[src/rtl/fft_pkg.sv]
// Fixed-point constants and the shared rescale helper used by the complex
// multiplier and the FFT butterfly.
package fft_pkg;

  localparam int ROUND_TRUNC  = 0;
  localparam int ROUND_HALFUP = 1;
  localparam int SAT_WRAP     = 0;
  localparam int SAT_CLAMP    = 1;

  localparam int FX_MAX_WL = 32;
  localparam int FX_SUM_W  = 2*FX_MAX_WL + 2;

  typedef logic signed [FX_SUM_W-1:0] fx_sum_t;
  typedef logic [FX_MAX_WL:0]         fx_res_t;

  // Returns {ovf, value}; value occupies the low wl bits, upper bits are zero.
  function automatic fx_res_t fx_rescale(input fx_sum_t sum, input int wl,
                                         input int rnd, input int sat);
    fx_sum_t biased;
    fx_sum_t shifted;
    fx_sum_t vmax;
    fx_sum_t vmin;
    fx_sum_t val;
    logic    ovf;
    fx_res_t res;
    biased = sum;
    if (rnd == ROUND_HALFUP)
      biased = sum + (fx_sum_t'(1) <<< (wl-2));
    shifted = biased >>> (wl-1);
    vmax    = (fx_sum_t'(1) <<< (wl-1)) - fx_sum_t'(1);
    vmin    = -(fx_sum_t'(1) <<< (wl-1));
    ovf     = (shifted > vmax) || (shifted < vmin);
    val     = shifted;
    if ((sat == SAT_CLAMP) && ovf)
      val = (shifted > vmax) ? vmax : vmin;
    res = '0;
    res[FX_MAX_WL] = ovf;
    for (int k = 0; k < FX_MAX_WL; k++)
      if (k < wl) res[k] = val[k];
    return res;
  endfunction

endpackage

[src/rtl/cmult_rescale.sv]
// Rescale stage of the complex multiplier: shift a 2WL+1-bit exact sum back
// to Q1.(WL-1), round, then saturate or wrap and flag overflow.
module cmult_rescale
  import fft_pkg::*;
#(
  parameter int WL    = 16,
  parameter int ROUND = ROUND_HALFUP,
  parameter int SAT   = SAT_CLAMP
) (
  input  logic signed [2*WL:0]  i_sum,
  output logic signed [WL-1:0]  o_val,
  output logic                  o_ovf
);

  fx_sum_t w_sum;

  assign w_sum = fx_sum_t'(i_sum);
  assign o_val = WL'(fx_rescale(w_sum, WL, ROUND, SAT));
  assign o_ovf = 1'(fx_rescale(w_sum, WL, ROUND, SAT) >> FX_MAX_WL);

endmodule

[src/rtl/complex_mult_pipe.sv]
// Four-stage pipelined complex multiplier, out = a*b or a*conj(b), with a
// single global enable for valid/ready back-pressure.
module complex_mult_pipe
  import fft_pkg::*;
#(
  parameter int WL    = 16,
  parameter int ROUND = ROUND_HALFUP,
  parameter int SAT   = SAT_CLAMP
) (
  input  logic                 clk,
  input  logic                 rst,
  input  logic                 in_valid,
  output logic                 in_ready,
  input  logic signed [WL-1:0] a_r,
  input  logic signed [WL-1:0] a_i,
  input  logic signed [WL-1:0] b_r,
  input  logic signed [WL-1:0] b_i,
  input  logic                 conj_b,
  output logic                 out_valid,
  input  logic                 out_ready,
  output logic signed [WL-1:0] out_r,
  output logic signed [WL-1:0] out_i,
  output logic                 out_ovf
);

  logic w_en;

  logic r_vld_p1;
  logic r_vld_p2;
  logic r_vld_p3;

  logic signed [WL-1:0]   r_ar_p1, r_ai_p1, r_br_p1, r_bi_p1;
  logic                   r_conj_p1;
  logic signed [2*WL-1:0] r_rr_p2, r_ii_p2, r_ri_p2, r_ir_p2;
  logic                   r_conj_p2;
  logic signed [2*WL:0]   r_re_p3, r_im_p3;

  logic signed [2*WL-1:0] w_ar_x, w_ai_x, w_br_x, w_bi_x;
  logic signed [2*WL:0]   w_rr_x, w_ii_x, w_ri_x, w_ir_x;
  logic signed [WL-1:0]   w_re_q, w_im_q;
  logic                   w_re_ovf, w_im_ovf;

  // The whole pipe stalls only when a result is waiting and not taken.
  assign w_en     = out_ready || !out_valid;
  assign in_ready = w_en;

  always_ff @(posedge clk) begin
    if (rst) begin
      r_vld_p1  <= 1'b0;
      r_vld_p2  <= 1'b0;
      r_vld_p3  <= 1'b0;
      out_valid <= 1'b0;
      out_r     <= '0;
      out_i     <= '0;
      out_ovf   <= 1'b0;
    end else if (w_en) begin
      r_vld_p1  <= in_valid;
      r_vld_p2  <= r_vld_p1;
      r_vld_p3  <= r_vld_p2;
      out_valid <= r_vld_p3;
      out_r     <= w_re_q;
      out_i     <= w_im_q;
      out_ovf   <= w_re_ovf | w_im_ovf;
    end
  end

  // ---- S1: operand capture ----
  always_ff @(posedge clk) begin
    if (w_en) begin
      r_ar_p1   <= a_r;
      r_ai_p1   <= a_i;
      r_br_p1   <= b_r;
      r_bi_p1   <= b_i;
      r_conj_p1 <= conj_b;
    end
  end

  // ---- S2: four full-width signed products ----
  assign w_ar_x = $signed({{WL{r_ar_p1[WL-1]}}, r_ar_p1});
  assign w_ai_x = $signed({{WL{r_ai_p1[WL-1]}}, r_ai_p1});
  assign w_br_x = $signed({{WL{r_br_p1[WL-1]}}, r_br_p1});
  assign w_bi_x = $signed({{WL{r_bi_p1[WL-1]}}, r_bi_p1});

  always_ff @(posedge clk) begin
    if (w_en) begin
      r_rr_p2   <= w_ar_x * w_br_x;
      r_ii_p2   <= w_ai_x * w_bi_x;
      r_ri_p2   <= w_ar_x * w_bi_x;
      r_ir_p2   <= w_ai_x * w_br_x;
      r_conj_p2 <= r_conj_p1;
    end
  end

  // ---- S3: exact sums; conj swaps add/sub so b_i is never negated ----
  assign w_rr_x = $signed({r_rr_p2[2*WL-1], r_rr_p2});
  assign w_ii_x = $signed({r_ii_p2[2*WL-1], r_ii_p2});
  assign w_ri_x = $signed({r_ri_p2[2*WL-1], r_ri_p2});
  assign w_ir_x = $signed({r_ir_p2[2*WL-1], r_ir_p2});

  always_ff @(posedge clk) begin
    if (w_en) begin
      if (r_conj_p2) begin
        r_re_p3 <= w_rr_x + w_ii_x;
        r_im_p3 <= w_ir_x - w_ri_x;
      end else begin
        r_re_p3 <= w_rr_x - w_ii_x;
        r_im_p3 <= w_ri_x + w_ir_x;
      end
    end
  end

  // ---- S4: rescale into the output registers ----
  cmult_rescale #(.WL(WL), .ROUND(ROUND), .SAT(SAT)) u_rescale_re (
    .i_sum (r_re_p3),
    .o_val (w_re_q),
    .o_ovf (w_re_ovf)
  );

  cmult_rescale #(.WL(WL), .ROUND(ROUND), .SAT(SAT)) u_rescale_im (
    .i_sum (r_im_p3),
    .o_val (w_im_q),
    .o_ovf (w_im_ovf)
  );

endmodule

[config.mk]
export PLATFORM = sky130hd
export DESIGN_NAME = complex_mult_pipe
export DESIGN_NICKNAME = d
export VERILOG_FILES = /design/src/rtl/fft_pkg.sv /design/src/rtl/cmult_rescale.sv /design/src/rtl/complex_mult_pipe.sv
export SDC_FILE = /design/constraint.sdc
export NUM_CORES = 2
export LEC_CHECK = 0
export ABC_AREA = 1
export CAP_MARGIN = 20
export CORE_UTILIZATION = 40
export DETAILED_ROUTE_END_ITERATION = 10
export HOLD_SLACK_MARGIN = 0.1
export SLEW_MARGIN = 15
export SYNTH_ARGS = -nofsm -noshare
export SYNTH_HDL_FRONTEND = slang
export SYNTH_HIERARCHICAL = 1
export SYNTH_SLANG_ARGS = --single-unit
[constraint.sdc]
create_clock -name clk -period 15.5 [get_ports clk]
set_clock_uncertainty 0.15 [all_clocks]
set_input_delay 3.1 -clock clk [delete_from_list [all_inputs] [get_ports clk]]
set_output_delay 3.1 -clock clk [all_outputs]
set_load 0.005 [all_outputs]
==> results by group <==
STA
  – Relative slew slack: 40.2%
  – Worst slew pin tran: 0.897 ns
  – Final min period: 8.02 ns
  – Max frequency: 125 MHz
  – RSZ-0062 raised after global routing: false
  – Sum Neg Setup Slack: 0 ns
  – Setup violators final: 0
  – Final Cycle Share: 51.7%
  – Final Hold Viols: 0
  – Final Max Tran Viols: 0

Clocking
  – Clk sinks: 269
  – Setup bufs post-CTS: 0
  – CTS root buf: clkbuf_16
  – CTS buffer count: 39
  – Max clock buf depth: 3
  – Clk pin slew, worst setup/hold paths: 0.05 ns
  – TritonCTS clock tree: built
  – CTS-repair resized insts: 0
  – Hold Buf Count CTS: 0
  – Htree depth: 2
  – Clk Latency, worst-skew pair: 0.63 ns

Detailed routing
  – DR vias/cell: 4.90
  – Iter 0 DRT Violations: 3064
  – DRT Pass-1 Iters: 6
  – WL final: 157000 microns
  – Via Count: 44662
  – Remaining antenna violation count after routing: 0
  – Number of remaining DRC errors: 0
  – DR WL/cell: 17.2 microns

Synth
  – Post-synthesis instance area: 57100 sq um
  – Synth warn: 6
  – Syn nets: 8717
  – Synth Instances: 7202
  – Post-synthesis area per instance: 7.93 sq um

Die
  – Ports: 104
  – Die width: 380 microns
  – Die area: 144000 sq um
  – Vert. Die Dim: 380 microns
  – Initial Util: 40.3%
  – Core Region: 142000 sq um
  – # rows: 138

Worst setup path
  – Crit path DAT: 4.77 ns
  – Peak per-stage delay on the critical path: 0.62 ns
  – Worst-path maximum fanout: 87
  – Worst Path Buf+Inv: 3
  – Worst EP required: 12.25 ns
  – Element type at the critical path start: input port
  – CP cell instances: clkdlybuf4s50_1 -> nor2_4 -> inv_8 -> clkdlybuf4s50_1
  – Cell family with most CP delay: buffers and inverters
  – Kind of critical path: in2out
  – Top cell by count, worst path: clkdlybuf4s50_1
  – Crit end category: output pin
  – Crit-path slowest cell: clkdlybuf4s50_1

GRT
  – Gr usage total: 22.3%
  – Met2 GRT Util: 36.4%
  – Met3 Use GR: 2.75%
  – Grt total ovfl: 0
  – Busiest grt layer: met2
  – Number of global-route vias before repair: 46463
  – Initial antenna violation count: 3
  – Met1 global-route usage: 31.5%
  – Global-route wire length before repair: 254000 microns
  – Pin count of the biggest net entering global routing: 88

Final layout
  – P&R area growth vs syn: 7.54%
  – Seq. cell area: 7710 sq um
  – # fillers: 14391
  – Final nets: 8717
  – Antenna Cells: 0
  – Layout cell share with drive strength beyond 1: 3.10%
  – Area of the multi-input gates: 41100 sq um

Placement
  – DP Wirelength: 126000 microns
  – Gpl congestion: 0.934
  – Port bufs: 103

Min path
  – Worst Hold Class: reg2reg

Outcome
  – Status: complete, no violations

Run
  – Max_cap viols: 0
-- cell type report --
class,count,area share [%]
repair buffers,173,2.57
clock buffers,43,1.61
inverters,1986,12.2
multi-input cells,4733,66.9
well taps,1890,3.85
flip-flops and latches,269,12.6
clock inverters,27,0.367
-- cells in the final DEF, fill, tap and decap left out, types with 40 or more instances in the layout --
cell type        count
edfxtp_1           232
xor2_1             164
ha_1               396
nor2_1             369
a21oi_1            248
nand2_1           1851
fa_1              1050
nor3_1              41
clkdlybuf4s50_1    103
inv_1             1979
nand3_1            186
buf_4               69
xnor2_1             58
nand4_1             40
o21ai_0            130
-- through the flow --
stage	utilization, %	area [sq um]	worst slack, ns	cells	hold slack (ns)
global placement	42.5	60100	7.46	9050	0.260
finish	43.4	61400	7.48	9121	0.268
CTS	43.4	61400	7.45	9121	0.270
global route	43.4	61400	7.40	9121	0.278
floorplan	-	57100	2.50	7202	0.250
detailed placement	42.5	60200	7.46	9051	0.257
-- routing by layer --
layer | vias up | wire, microns
li1 | 21024 | -
met1 | 22207 | 71800
met2 | 1239 | 71900
met3 | 188 | 9510
met4 | 4 | 3960
met5 | - | 28
-- state kept, by name (all words and copies together), names as in the netlist, 16 cells and up --
register / count
out_i: 16
r_re_p3: 19
r_ar_p1: 16
out_r: 16
r_im_p3: 19
r_ai_p1: 16
r_ir_p2: 32
r_ii_p2: 32
r_br_p1: 16
r_ri_p2: 32
r_rr_p2: 32
r_bi_p1: 16
-- worst paths after layout --
kind | startpoint | endpoint | slack, ns | cells past startpoint
worst min register to register | r_conj_p1$_DFFE_PP_ | r_conj_p2$_DFFE_PP_ | 0.27 | 0
worst max register to register | r_ai_p1[15]$_DFFE_PP_ | r_ir_p2[31]$_DFFE_PP_ | 8.68 | 20
worst max-delay path | out_ready | in_ready | 7.48 | 4
worst min-delay path | r_conj_p1$_DFFE_PP_ | r_conj_p2$_DFFE_PP_ | 0.27 | 0
Power is left out: the tool's default activity adds up to more than one toggle a clock period on the data nets, which glitch-free logic cannot reach.
